===== config.mk =====
export PLATFORM = sky130hd
export DESIGN_NAME = cart_loader
export DESIGN_NICKNAME = d
export VERILOG_FILES = /design/src/rtl/cart_loader.sv
export SDC_FILE = /design/constraint.sdc
export NUM_CORES = 1
export LEC_CHECK = 0
export ABC_AREA = 1
export CAP_MARGIN = 0
export CORE_MARGIN = 5
export CORE_UTILIZATION = 40
export CTS_CLUSTER_SIZE = 20
export DETAILED_ROUTE_END_ITERATION = 6
export GPL_ROUTABILITY_DRIVEN = 1
export PLACE_DENSITY = 0.59
export SYNTH_ARGS = -nofsm -noshare
export SYNTH_HDL_FRONTEND = slang
export SYNTH_SLANG_ARGS = --single-unit

===== constraint.sdc =====
create_clock -name clk -period 3.47 [get_ports clk]
set_clock_uncertainty 0.15 [all_clocks]
set_input_delay 1.041 -clock clk [delete_from_list [all_inputs] [get_ports clk]]
set_output_delay 1.041 -clock clk [all_outputs]
set_load 0.03 [all_outputs]

===== src/rtl/cart_loader.sv =====
// ---------------------------------------------------------------------------
// cart_loader
// Receives a cartridge image from the host ioctl download channel, forwards
// every in-range byte to the machine core, pads the rest of the cart window
// with 8'hFF, then holds the CPU in reset for HOLD_CYCLES clocks before
// releasing it.
//
// Ports
//   clk            system clock (single domain)
//   reset_n        asynchronous active-low reset
//   ioctl_download host download session active
//   ioctl_index    session file index (stable while downloading)
//   ioctl_wr       one-cycle byte strobe from host
//   ioctl_addr     byte address (25 bit)
//   ioctl_dout     byte data
//   ioctl_wait     stall request to host (high during PAD and HOLD)
//   upload         one-cycle write strobe to the machine core
//   upload_index   index accompanying upload
//   upload_addr    write address
//   upload_data    write data
//   cpu_reset      active-high reset to CPU / machine core
//   cart_size      accepted image byte count, saturating at 16'hFFFF
//   load_done      high from DONE entry until the next session starts
//   overflow       sticky: a byte at or above PAD_LIMIT was offered
// ---------------------------------------------------------------------------
module cart_loader #(
    parameter logic [24:0] PAD_LIMIT   = 25'h8000,
    parameter int unsigned HOLD_CYCLES = 1024,
    parameter logic [7:0]  CART_INDEX  = 8'd1
) (
    input  logic        clk,
    input  logic        reset_n,
    input  logic        ioctl_download,
    input  logic [7:0]  ioctl_index,
    input  logic        ioctl_wr,
    input  logic [24:0] ioctl_addr,
    input  logic [7:0]  ioctl_dout,
    output logic        ioctl_wait,
    output logic        upload,
    output logic [7:0]  upload_index,
    output logic [24:0] upload_addr,
    output logic [7:0]  upload_data,
    output logic        cpu_reset,
    output logic [15:0] cart_size,
    output logic        load_done,
    output logic        overflow
);

    typedef enum logic [2:0] {
        ST_IDLE = 3'd0,
        ST_LOAD = 3'd1,
        ST_PAD  = 3'd2,
        ST_HOLD = 3'd3,
        ST_DONE = 3'd4
    } state_t;

    // Last pad address and last hold count value.
    localparam logic [24:0] PAD_LAST  = PAD_LIMIT - 25'd1;
    localparam logic [15:0] HOLD_LAST = 16'(HOLD_CYCLES - 32'd1);

    state_t      state_r;
    state_t      state_nxt_s;

    logic        upload_r;
    logic [7:0]  upload_index_r;
    logic [24:0] upload_addr_r;
    logic [7:0]  upload_data_r;
    logic        ioctl_wait_r;
    logic        cpu_reset_r;
    logic [15:0] cart_size_r;
    logic        load_done_r;
    logic        overflow_r;
    logic [24:0] mark_r;
    logic [24:0] pad_ptr_r;
    logic [15:0] hold_cnt_r;

    logic        start_s;
    logic        accept_s;
    logic        drop_s;
    logic        pad_wr_s;
    logic        load_start_s;
    logic        pad_start_s;
    logic [24:0] addr_inc_s;
    logic [24:0] mark_nxt_s;

    // Wr strobes are only honoured in LOAD; in PAD/HOLD ioctl_wait is high
    // so any strobe there is a host violation and is simply not looked at.
    assign start_s      = ioctl_download && (ioctl_index == CART_INDEX);
    assign accept_s     = (state_r == ST_LOAD) && ioctl_wr && (ioctl_addr < PAD_LIMIT);
    assign drop_s       = (state_r == ST_LOAD) && ioctl_wr && (ioctl_addr >= PAD_LIMIT);
    assign pad_wr_s     = (state_r == ST_PAD) && (pad_ptr_r < PAD_LIMIT);
    assign load_start_s = (state_nxt_s == ST_LOAD) && (state_r != ST_LOAD);
    assign pad_start_s  = (state_r == ST_LOAD) && (state_nxt_s == ST_PAD);
    assign addr_inc_s   = ioctl_addr + 25'd1;

    // High-water mark including a byte accepted in this very cycle, so the
    // pad pointer is correct even if the last write coincides with LOAD exit.
    always_comb begin
        mark_nxt_s = mark_r;
        if (accept_s && (addr_inc_s > mark_r)) begin
            mark_nxt_s = addr_inc_s;
        end else begin
            mark_nxt_s = mark_r;
        end
    end

    // Next-state logic.
    always_comb begin
        state_nxt_s = state_r;
        case (state_r)
            ST_IDLE: begin
                if (start_s) state_nxt_s = ST_LOAD;
                else         state_nxt_s = ST_IDLE;
            end
            ST_LOAD: begin
                if (!ioctl_download) state_nxt_s = ST_PAD;
                else                 state_nxt_s = ST_LOAD;
            end
            ST_PAD: begin
                // Covers both the final pad write and the full-image case
                // where the pointer already sits at PAD_LIMIT.
                if (pad_ptr_r >= PAD_LAST) state_nxt_s = ST_HOLD;
                else                       state_nxt_s = ST_PAD;
            end
            ST_HOLD: begin
                if (hold_cnt_r == HOLD_LAST) state_nxt_s = ST_DONE;
                else                         state_nxt_s = ST_HOLD;
            end
            ST_DONE: begin
                if (start_s) state_nxt_s = ST_LOAD;
                else         state_nxt_s = ST_DONE;
            end
            default: state_nxt_s = ST_IDLE;
        endcase
    end

    // State register.
    always_ff @(posedge clk or negedge reset_n) begin
        if (!reset_n) state_r <= ST_IDLE;
        else          state_r <= state_nxt_s;
    end

    // Upload port: image bytes take priority (only one source is ever live).
    always_ff @(posedge clk or negedge reset_n) begin
        if (!reset_n) begin
            upload_r       <= 1'b0;
            upload_index_r <= 8'd0;
            upload_addr_r  <= 25'd0;
            upload_data_r  <= 8'd0;
        end else if (accept_s) begin
            upload_r       <= 1'b1;
            upload_index_r <= CART_INDEX;
            upload_addr_r  <= ioctl_addr;
            upload_data_r  <= ioctl_dout;
        end else if (pad_wr_s) begin
            upload_r       <= 1'b1;
            upload_index_r <= CART_INDEX;
            upload_addr_r  <= pad_ptr_r;
            upload_data_r  <= 8'hFF;
        end else begin
            upload_r       <= 1'b0;
        end
    end

    // Session bookkeeping: byte count, overflow flag, high-water mark.
    always_ff @(posedge clk or negedge reset_n) begin
        if (!reset_n) begin
            cart_size_r <= 16'd0;
            overflow_r  <= 1'b0;
            mark_r      <= 25'd0;
        end else if (load_start_s) begin
            cart_size_r <= 16'd0;
            overflow_r  <= 1'b0;
            mark_r      <= 25'd0;
        end else begin
            if (accept_s && (cart_size_r != 16'hFFFF)) cart_size_r <= cart_size_r + 16'd1;
            else                                       cart_size_r <= cart_size_r;
            if (drop_s) overflow_r <= 1'b1;
            else        overflow_r <= overflow_r;
            mark_r <= mark_nxt_s;
        end
    end

    // Pad pointer and hold counter.
    always_ff @(posedge clk or negedge reset_n) begin
        if (!reset_n) begin
            pad_ptr_r  <= 25'd0;
            hold_cnt_r <= 16'd0;
        end else begin
            if (pad_start_s)   pad_ptr_r <= mark_nxt_s;
            else if (pad_wr_s) pad_ptr_r <= pad_ptr_r + 25'd1;
            else               pad_ptr_r <= pad_ptr_r;
            if (state_r == ST_HOLD) hold_cnt_r <= hold_cnt_r + 16'd1;
            else                    hold_cnt_r <= 16'd0;
        end
    end

    // Status outputs registered from the next state so they align with state_r.
    always_ff @(posedge clk or negedge reset_n) begin
        if (!reset_n) begin
            cpu_reset_r  <= 1'b1;
            ioctl_wait_r <= 1'b0;
            load_done_r  <= 1'b0;
        end else begin
            cpu_reset_r  <= (state_nxt_s == ST_LOAD) || (state_nxt_s == ST_PAD) ||
                            (state_nxt_s == ST_HOLD);
            ioctl_wait_r <= (state_nxt_s == ST_PAD) || (state_nxt_s == ST_HOLD);
            load_done_r  <= (state_nxt_s == ST_DONE);
        end
    end

    assign ioctl_wait   = ioctl_wait_r;
    assign upload       = upload_r;
    assign upload_index = upload_index_r;
    assign upload_addr  = upload_addr_r;
    assign upload_data  = upload_data_r;
    assign cpu_reset    = cpu_reset_r;
    assign cart_size    = cart_size_r;
    assign load_done    = load_done_r;
    assign overflow     = overflow_r;

endmodule


# --- Word level (Yosys, flattened, before mapping) ---
# Index checks and enable logic that the tools add are counted.
totals:
  reg_bits: 131
  input_bits: 45
  out_inout_bits: 62
  wordCells: 74
classes:
  n_addsub: 4
  magnitude_cmp: 5
  eq_ne: 12
  n_mux: 23
  n_reduce_logical: 17
op_table:
  columns: ["cell", "n"]
  rows:
  - ["25-bit two-way mux", 6]
  - ["25-bit by 1-bit adder with 25-bit output (second input constant)", 2]
  - ["25-bit by 16-bit < comparator with 1-bit output (second input constant)", 2]
  - ["16-bit two-way mux", 3]
  - ["16-bit by 1-bit adder with 16-bit output (second input constant)", 2]
  - ["8-bit two-way mux", 4]
  - ["25-bit by 15-bit greater-or-equal comparator with 1-bit output (second input constant)", 1]
  - ["25-bit by 16-bit greater-or-equal comparator with 1-bit output (second input constant)", 1]
  - ["25-bit > comparator", 1]
  - ["16-bit by 10-bit == test with 1-bit output (second input constant)", 1]
  - ["16-bit != test (second input constant)", 1]
  - ["3-bit case mux with 5 select lines", 1]
  - ["3-bit by 2-bit == test with 1-bit output (second input constant)", 4]
  - ["1-bit logical AND", 9]
  - ["8-bit by 1-bit == test with 1-bit output (second input constant)", 1]
  - ["2-bit nonzero test", 4]
  - ["3-bit by 1-bit == test with 1-bit output (second input constant)", 2]
  - ["3-bit == test (second input constant)", 2]
  - ["1-bit two-way mux", 6]
  - ["3-bit two-way mux", 2]
  - ["3-bit logical NOT", 1]
  - ["1-bit logical OR", 3]
  - ["3-bit by 1-bit != test with 1-bit output (second input constant)", 1]
  - ["2-bit two-way mux", 1]

# --- Logic depth before layout (Yosys ltp) ---
# Gate-level depths: netlist (run 1).
depth:
  word_depth: 7
  ltp_mapped: 25

# --- Worst setup path before layout (run 1) ---
# OpenSTA, ideal clock, no wires.
synth_timing:
  path_kind: "input to register"
  startpoint: "input ioctl_addr[0]"
  endpoint: "register pad_ptr_r[0]"
  setup_ps: 128
  arrival_ps: 3526
  t_required_ps: 3192
  setup_slack_ps: -334
  cell_stages: 24
  n_path_buf: 1
  cell_sequence: "ha_1 > nand2_1 > inv_2 > nand2_1 > nor2_2 > nand2_1 > nor2_1 > nand3_1 > nor2_1 > nand3_1 > xor2_1 > ha_1 > nand2_1 > inv_1 > nand2_1 > nor2_1 > nand2_1 > nor2_2 > nand2_1 > nand3_4 > buf_4 > nand3_1 > nand3_1 > o21ai_0"
synth_via:
  elab_chain_len: 5
synth_rtl:
  columns: ["element", "line", "source"]
  rows:
  - ["start, declared", "36", "input logic [24:0] ioctl_addr,"]
  - ["25-bit by 1-bit adder with 25-bit output or 25-bit by 16-bit < comparator with 1-bit output (tied branches)", "94, 89", null]
  - ["25-bit > comparator or 1-bit logical AND (tied branches)", "100, 89", null]
  - ["1-bit logical AND", "100", "if (accept_s && (addr_inc_s > mark_r)) begin"]
  - ["25-bit two-way mux *", "100", null]
  - ["25-bit two-way mux *", "190", "if (pad_start_s) pad_ptr_r <= mark_nxt_s;"]
  - ["end signal, assigned", "190", null]
  - ["end signal, assigned", "191", "else if (pad_wr_s) pad_ptr_r <= pad_ptr_r + 25'd1;"]
  - ["end signal, assigned", "192", "else pad_ptr_r <= pad_ptr_r;"]
  - ["end, declared", "74", "logic [24:0] pad_ptr_r;"]
# Mark *: on every way between the ends. The rest lies on a longest branch, timed or not.
# A chain may end at the register's enable or synchronous reset.

# --- Worst setup path in the final report (run 1) ---
layout_timing:
  startpoint: "input ioctl_addr[20]"
  endpoint: "register pad_ptr_r[3]"
layout_via:
  elab_chain_len: 5
layout_rtl:
  columns: ["element", "line"]
  rows:
  - ["25-bit by 1-bit adder with 25-bit output or 25-bit by 16-bit < comparator with 1-bit output (tied branches)", "94, 89"]
  - ["25-bit > comparator or 1-bit logical AND (tied branches)", "100, 89"]
  - ["1-bit logical AND *", "100"]
  - ["25-bit two-way mux *", "100"]
  - ["25-bit two-way mux *", "190"]
# Marked as above.

==> results by group, run 1 <==
Yosys
  – Synth Instances: 983
  – Top cell type by total area after synthesis: dfrtp_1
  – Yosys warning total: 0
  – Seq cells post-synth: around 120
  – Most frequent cell after synthesis: nand2_1
  – Post-synth top flop: dfrtp_1
  – Top cell type's share of synthesized area: 41.8%
  – Register area share after synthesis: 42.1%
  – Mapped cell area: 7370 µm²
  – Top cells by area, synth: dfrtp_1 (42%), nand2_1 (12%), inv_1 (7.0%)
  – Post-synth top cells: nand2_1 (229), inv_1 (138), dfrtp_1 (123), nor2_1 (119), nand3_1 (87)
  – Post-synth EDFFs: 0
  – Yosys cell types: 44
  – Post-synth ARST share: between 90% and 100%
  – Syn avg cell area: approximately 7.5 µm²

STA
  – Slew HR: 57.0%
  – Crit path time final: approximately 3600 ps
  – Final Hold Viols: 0
  – Max Fclk: approximately 280 MHz
  – Setup tns final: -948 ps
  – Final setup margin: -81.8 ps
  – Setup violations, final: 29
  – Final worst-path cycle share: 102%
  – Slew @ Worst Pin: around 650 ps
  – Hold Slack: 310 ps
  – Slew Limit Fails: 0
  – RSZ-0062 raised after global routing: true

Final layout
  – Layout filler cell count: approximately 1,600
  – Area delta synth->final: 46.6%
  – Footprint of the multi-input gates: ~4300 µm²
  – Finished Cell Area: 10,800 µm²
  – Reg area: 3100 µm²
  – Ant diodes: 0
  – Share of layout cells above drive strength 1: ~26%
  – Nets@finish: about 1,300

Setup path
  – Crit. Startpoint: ioctl_addr[20]
  – CP Max Fanout: 4
  – FF-to-FF Start: pad_ptr_r[18]
  – CP Launch Type: primary input
  – Arrival time at the worst endpoint: around 3700 ps
  – Nature of the critical path endpoint: flop
  – CP required: between 3000 and 4000 ps
  – Crit path kind: primary input to flop

Clock tree
  – TritonCTS clock tree: yes
  – Clock-pin slew on the worst setup and hold paths: ~60 ps
  – Clk_lat worst skew: between 400 and 500 ps
  – Root buffer cell: clkbuf_16
  – H-Tree Depth: 4
  – Hold_buf cts: 0
  – Cts bufs inserted: 17
  – CTS sink cnt: between 100 and 150
  – CTS Buffer Depth: 2

Drt
  – DRT iter0 DRCs: between 300 and 400
  – Via-per-instance ratio: 4.89
  – Detailed-route DRC error count: 0
  – DR pass1 iterations: 6
  – Wire length per cell: about 15 µm
  – Total number of vias: 7,091
  – Final ANT Viol Nets: 0
  – Wirelength, routed: 21,600 µm

Power and ir drop
  – Leakage: between 5 and 6 nW
  – PwrDens: 551 nW/µm²
  – Worst VDD drop: 0.416 mV

Floorplanning
  – Core area: 18,000 µm²
  – IO Count: 107
  – Rows: between 40 and 50
  – Die ar.: between 20,000 and 25,000 µm²
  – Die H: roughly 150 µm
  – Die span in x: approximately 150 µm
  – Initial Util: just over 40%

Global routing
  – Number of global-route vias before repair: 6,988
  – Initial antenna violation count: 0
  – First-pass GRT wire length: 34,600 µm
  – Total GRT Usage: a little under 20%
  – GRT overflow: 0
  – Largest net degree at the start of global routing: 47

Outcome
  – Status: finished, violations left
  – Failing checks: setup timing

Worst hold path
  – Critical hold path startpoint: hold_cnt_r[0]
  – Worst min path class: flop to flop

Placement
  – Placed inst area: about 9400 µm²
  – Port Buffer Count: 99
  – GP Congestion: around 0.85
  – Detail Placement HPWL: roughly 15,000 µm

Flow run
  – MaxCap Viol Count: 0
==> worst max-delay path: stages <==
cell and delay, ps:
clkdlybuf4s50_1 480, nand2_1 70, buf_4 130, nor3_1 150, nand3_1 110, xor2_1 160, inv_1 90, ha_4 270
nand2_1 40, inv_1 70, nand2_2 60, nor2_1 80, nand2_1 90, nor2_2 140, buf_6 130, a21oi_4 60
buf_12 150, buf_6 130, nand3_2 80, nand3_1 90, nand2_1 70, inv_1 40
==> state kept, by name, summed over array words and instances, names as in the netlist <==
register	cells
mark_r	25
cpu_reset	1
load_done	1
hold_cnt_r	16
upload	1
pad_ptr_r	25
state_r	3
cart_size	16
overflow	1
upload_data	8
upload_addr	25
ioctl_wait	1
upload_index	1
==> routing by layer <==
layer  global-route usage, %  up-vias  routed length, µm
li1                        -     3591                  -
met1                    27.7     3310              10400
met2                    31.1      170              10000
met3                    4.24       20                944
met4                    5.22        0                257
met5                       0        -                  0
==> worst paths after layout <==
| check | end | slack, ps | cells past startpoint |
|---|---|---|---|
| max | pad_ptr_r[3] | -80 | 22 |
| min | hold_cnt_r[0] | 310 | 1 |
| max reg2reg | pad_ptr_r[12] | 1120 | 11 |
| min reg2reg | hold_cnt_r[0] | 310 | 1 |
| max in group asynchronous | upload_index[0] | 1970 | 2 |
| min in group asynchronous | upload_addr[21] | 460 | 1 |
==> kinds of logic after synthesis <==
family	after synthesis	share of synthesized area, %
AOI/OAI and AO/OA	97	7.59
xor gates and xnor gates	33	3.92
adders and majority gates	30	5.09
buffers and inverters	176	9.75
DFF	124	42.1
other	1	0.0509
and+or+nand+nor	522	31.5
==> what timing repair did <==
action | CTS | global route
gates cloned | 2 | 1
gates resized for setup | 112 | 92
pin swaps | 40 | 44
endpoints found under the setup margin | 50 | 50
setup buffers | 20 | 4
==> placed cells by master, fill, tap and decap left out, types with 8 or more instances in the layout <==
cell             instances
clkdlybuf4s50_1         79
nor3_1                  22
nand3_4                  9
o22a_1                   8
nor2_2                  14
nor2_1                 105
ha_1                    25
dfrtp_1                123
buf_4                  113
dlygate4sd2_1            9
inv_1                  135
nand2_1                188
nand3_2                 12
a21oi_1                 18
nand4_1                 19
inv_2                   11
clkbuf_16               17
o21ai_2                  8
buf_6                    8
nand2_2                 29
nand2_4                 23
nor2_4                   9
nand3_1                 67
xor2_1                  29
o21ai_0                 38
==> power by group <==
group	internal, mW	leakage (nW)	switching, mW
sequential	1.74	1.61	0.241
clock	0.954	0.280	0.773
combinational	0.870	3.18	1.37
total	3.56	5.07	2.39
==> layout make-up <==
class / count / share of cell area (%)
clock buffer: 17 / 3.94
clock inverter: 15 / 1.32
inverter: 147 / 5.18
multi-input combinational: 691 / 39.5
sequential: 124 / 28.7
tap: 229 / 2.65
timing repair buffer: 226 / 18.7
==> through the flow <==
step | setup slack (ps) | util (%) | instances | power (mW)
after floorplan | -283 | - | 989 | 3.25
after global placement | -1090 | 52.2 | 1392 | 4.11
after detailed placement | -1080 | 52.2 | 1392 | 4.13
after CTS | -36.2 | 57.9 | 1446 | 5.92
after global routing | -254 | 59.9 | 1449 | 6.31
final | -81.8 | 59.9 | 1449 | 5.95
Note: power is estimated with default switching activity, not from simulation.
==> inputs of run 2 (changes only) <==
--- a/config.mk
+++ b/config.mk
@@ -8,11 +8,12 @@
 export ABC_AREA = 1
 export CAP_MARGIN = 0
 export CORE_MARGIN = 5
-export CORE_UTILIZATION = 40
+export CORE_UTILIZATION = 55
 export CTS_CLUSTER_SIZE = 20
 export DETAILED_ROUTE_END_ITERATION = 6
 export GPL_ROUTABILITY_DRIVEN = 1
-export PLACE_DENSITY = 0.59
+export PLACE_DENSITY = 0.78
+export SLEW_MARGIN = 25
 export SYNTH_ARGS = -nofsm -noshare
 export SYNTH_HDL_FRONTEND = slang
 export SYNTH_SLANG_ARGS = --single-unit
==> run 2 against run 1 <==
Effect of this change: the run still ends with setup timing left; fmax is 5.7% lower; design area is 1.6% lower; combinational power hardly changed; critical path type unchanged.
==> results by group, run 2 (synthesis results as in run 1) <==
Outcome
  – Status: finished, violations left
  – Failing checks: setup timing

Final layout
  – Most common cell after layout, fill and taps aside: nand2_1
  – Share of layout cells above drive strength 1: around a quarter
  – Most frequent cells in the layout: nand2_1 (193), inv_1 (131), dfrtp_1 (123)
  – Post-layout util: between 80% and 90%
  – Layout filler cell count: between 800 and 900
  – Nets@finish: between 1,000 and 1,500
  – Area delta synth->final: 44.3%
  – Finished Cell Area: about 11,000 µm²
  – Non-filler cells, final: ~1,400
  – Ant diodes: 0

Global routing
  – GRT met3 Usage: between 5 and 6%
  – Number of global-route vias before repair: between 7,000 and 8,000
  – Grt met2 use: a little over two fifths
  – Total GRT Usage: 26.3%
  – GRT overflow: 0
  – First-pass GRT wire length: between 30,000 and 40,000 µm
  – Global Route met1 Usage: 35.7%
  – Layer with the highest usage: met2
  – Largest net degree at the start of global routing: 48
  – Initial antenna violation count: 0

Power and ir drop
  – Register share of total power: roughly 34%
  – Internal cell power: around 3.5 mW
  – PwrDens: approximately 550 nW/µm²
  – Leakage: a little over 5 nW
  – Clock Power Share: ~28%
  – Psw: between 2 and 2.5 mW
  – Switching share of power: between 40% and 50%
  – Comb pwr share: 38.0%
  – Worst VDD drop: roughly 0.39 mV

Worst hold path
  – Worst min path class: flop to flop
  – Hold path endpoint: upload_index[0]
  – Critical hold path startpoint: upload_index[0]
  – Hold Crit Depth: 1

Setup path
  – Nature of the critical path endpoint: flop
  – CP required: 3650 ps
  – FF-to-FF Start: pad_ptr_r[17]
  – Reg2Reg Depth: 10
  – FF-to-FF End: pad_ptr_r[12]
  – Arrival time at the worst endpoint: about 3900 ps
  – CP Launch Type: primary input
  – Crit path kind: primary input to flop
  – R2R setup slack: approximately 850 ps
  – CP Max Fanout: 8

Floorplanning
  – Rows: 42
  – IO Count: about 110
  – Initial Util: 55.9%
  – Die ar.: ~16,000 µm²
  – Die H: 126 µm
  – Core area: 13,200 µm²
  – Die span in x: between 100 and 150 µm

STA
  – RSZ-0062 raised after global routing: true
  – Setup tns final: -9600 ps
  – Slew Limit Fails: 0
  – Final setup margin: -295 ps
  – Setup violations, final: 50
  – Final worst-path cycle share: 109%
  – Crit path time final: around 3800 ps
  – Slew HR: 62.8%
  – Final Hold Viols: 0
  – Max Fclk: between 200 and 300 MHz
  – Slew @ Worst Pin: roughly 560 ps

Drt
  – DR pass1 iterations: 5
  – Total number of vias: around 7,700
  – Final ANT Viol Nets: 0
  – Wirelength, routed: between 20,000 and 25,000 µm
  – DRT iter0 DRCs: between 700 and 800
  – Via-per-instance ratio: 5.49
  – Wire length per cell: approximately 16 µm
  – Detailed-route DRC error count: 0

Clock tree
  – Cts bufs inserted: 17
  – CTS sink cnt: ~120
  – TritonCTS clock tree: yes
  – Root buffer cell: clkbuf_16
  – H-Tree Depth: 4
  – Clock-pin slew on the worst setup and hold paths: 60 ps
  – Hold_buf cts: 0
  – Clk_lat worst skew: between 400 and 500 ps
  – CTS Buffer Depth: 2

Placement
  – GP Congestion: about 0.94
  – Placed insts: about 1,300
  – Placed inst area: 9290 µm²
  – Detail Placement HPWL: 14,500 µm
  – Port Buffer Count: a little under 100

Flow run
  – MaxCap Viol Count: 0
[run 2: layer usage]
| metal | up-vias | part of all wire (%) |
|---|---|---|
| li1 | 3578 | - |
| met1 | 3603 | 42 |
| met2 | 385 | 46 |
| met3 | 86 | 7.3 |
| met4 | 0 | 3.9 |
| met5 | - | 0 |
[run 2: cell type report]
class | instances | area [µm²] | share of cell area, %
inverter | 147 | 557 | 5.23
clock buffer | 18 | 439 | 4.13
clock inverter | 14 | 113 | 1.06
timing repair buffer | 224 | 2010 | 18.9
multi-input combinational | 690 | 4200 | 39.4
sequential | 124 | 3100 | 29.2
tap | 176 | 220 | 2.07
[run 2: worst max-delay path by stage]
stage                  startpoint       endpoint  slack [ps]  cells past startpoint
floorplan           ioctl_addr[0]   pad_ptr_r[6]        -280                     25
global placement    ioctl_addr[0]      mark_r[1]        -970                     22
detailed placement  ioctl_addr[0]   pad_ptr_r[9]       -1040                     27
CTS                 ioctl_addr[1]   pad_ptr_r[3]         -60                     23
global route        ioctl_addr[0]  pad_ptr_r[12]        -390                     26
finish              ioctl_addr[0]   pad_ptr_r[4]        -300                     25
[run 2: metrics by stage]
stage	hold WS, ps	total power [mW]	setup WS [ps]
floorplan	283	3.25	-283
global placement	300	4.01	-973
global route	351	6.18	-394
CTS	320	5.75	-58.1
detailed placement	306	4.05	-1040
finish	318	5.86	-295
[run 2: critical path, cell delays in order]
cell and delay, ps:
buf_8 90, ha_4 130, nand2_2 50, inv_2 80, nand2_4 60, nor2_4 150, nand2_4 90, nor2_4 110
nand3_2 80, buf_4 150, nand2_1 110, inv_1 60, ha_1 300, nand2_1 100, nor2_2 170, nand4_1 190
nor2_4 160, nand2_2 90, nand3_4 150, buf_12 140, nand2_8 100, nand2_2 120, nand3_1 90, nand2_1 80
inv_1 40
[run 2: what timing repair did]
action | 4_1_cts | 5_1_grt
pin swaps | 42 | 47
setup endpoints to repair | 50 | 50
resized for setup | 109 | 77
setup buffers | 16 | 10
gates cloned | 1 | 1
[run 2: power by group through the flow]
| stage | clock network, mW | logic [mW] | registers [mW] |
|---|---|---|---|
| 4_1_cts | 1.67 | 2.12 | 1.96 |
| 6_report | 1.66 | 2.23 | 1.98 |
| 3_5_place_dp | 0 | 2.07 | 1.98 |
| 2_1_floorplan | 0 | 1.04 | 2.20 |
| 3_3_place_gp | 0 | 2.04 | 1.97 |
| 5_1_grt | 1.74 | 2.43 | 2.00 |
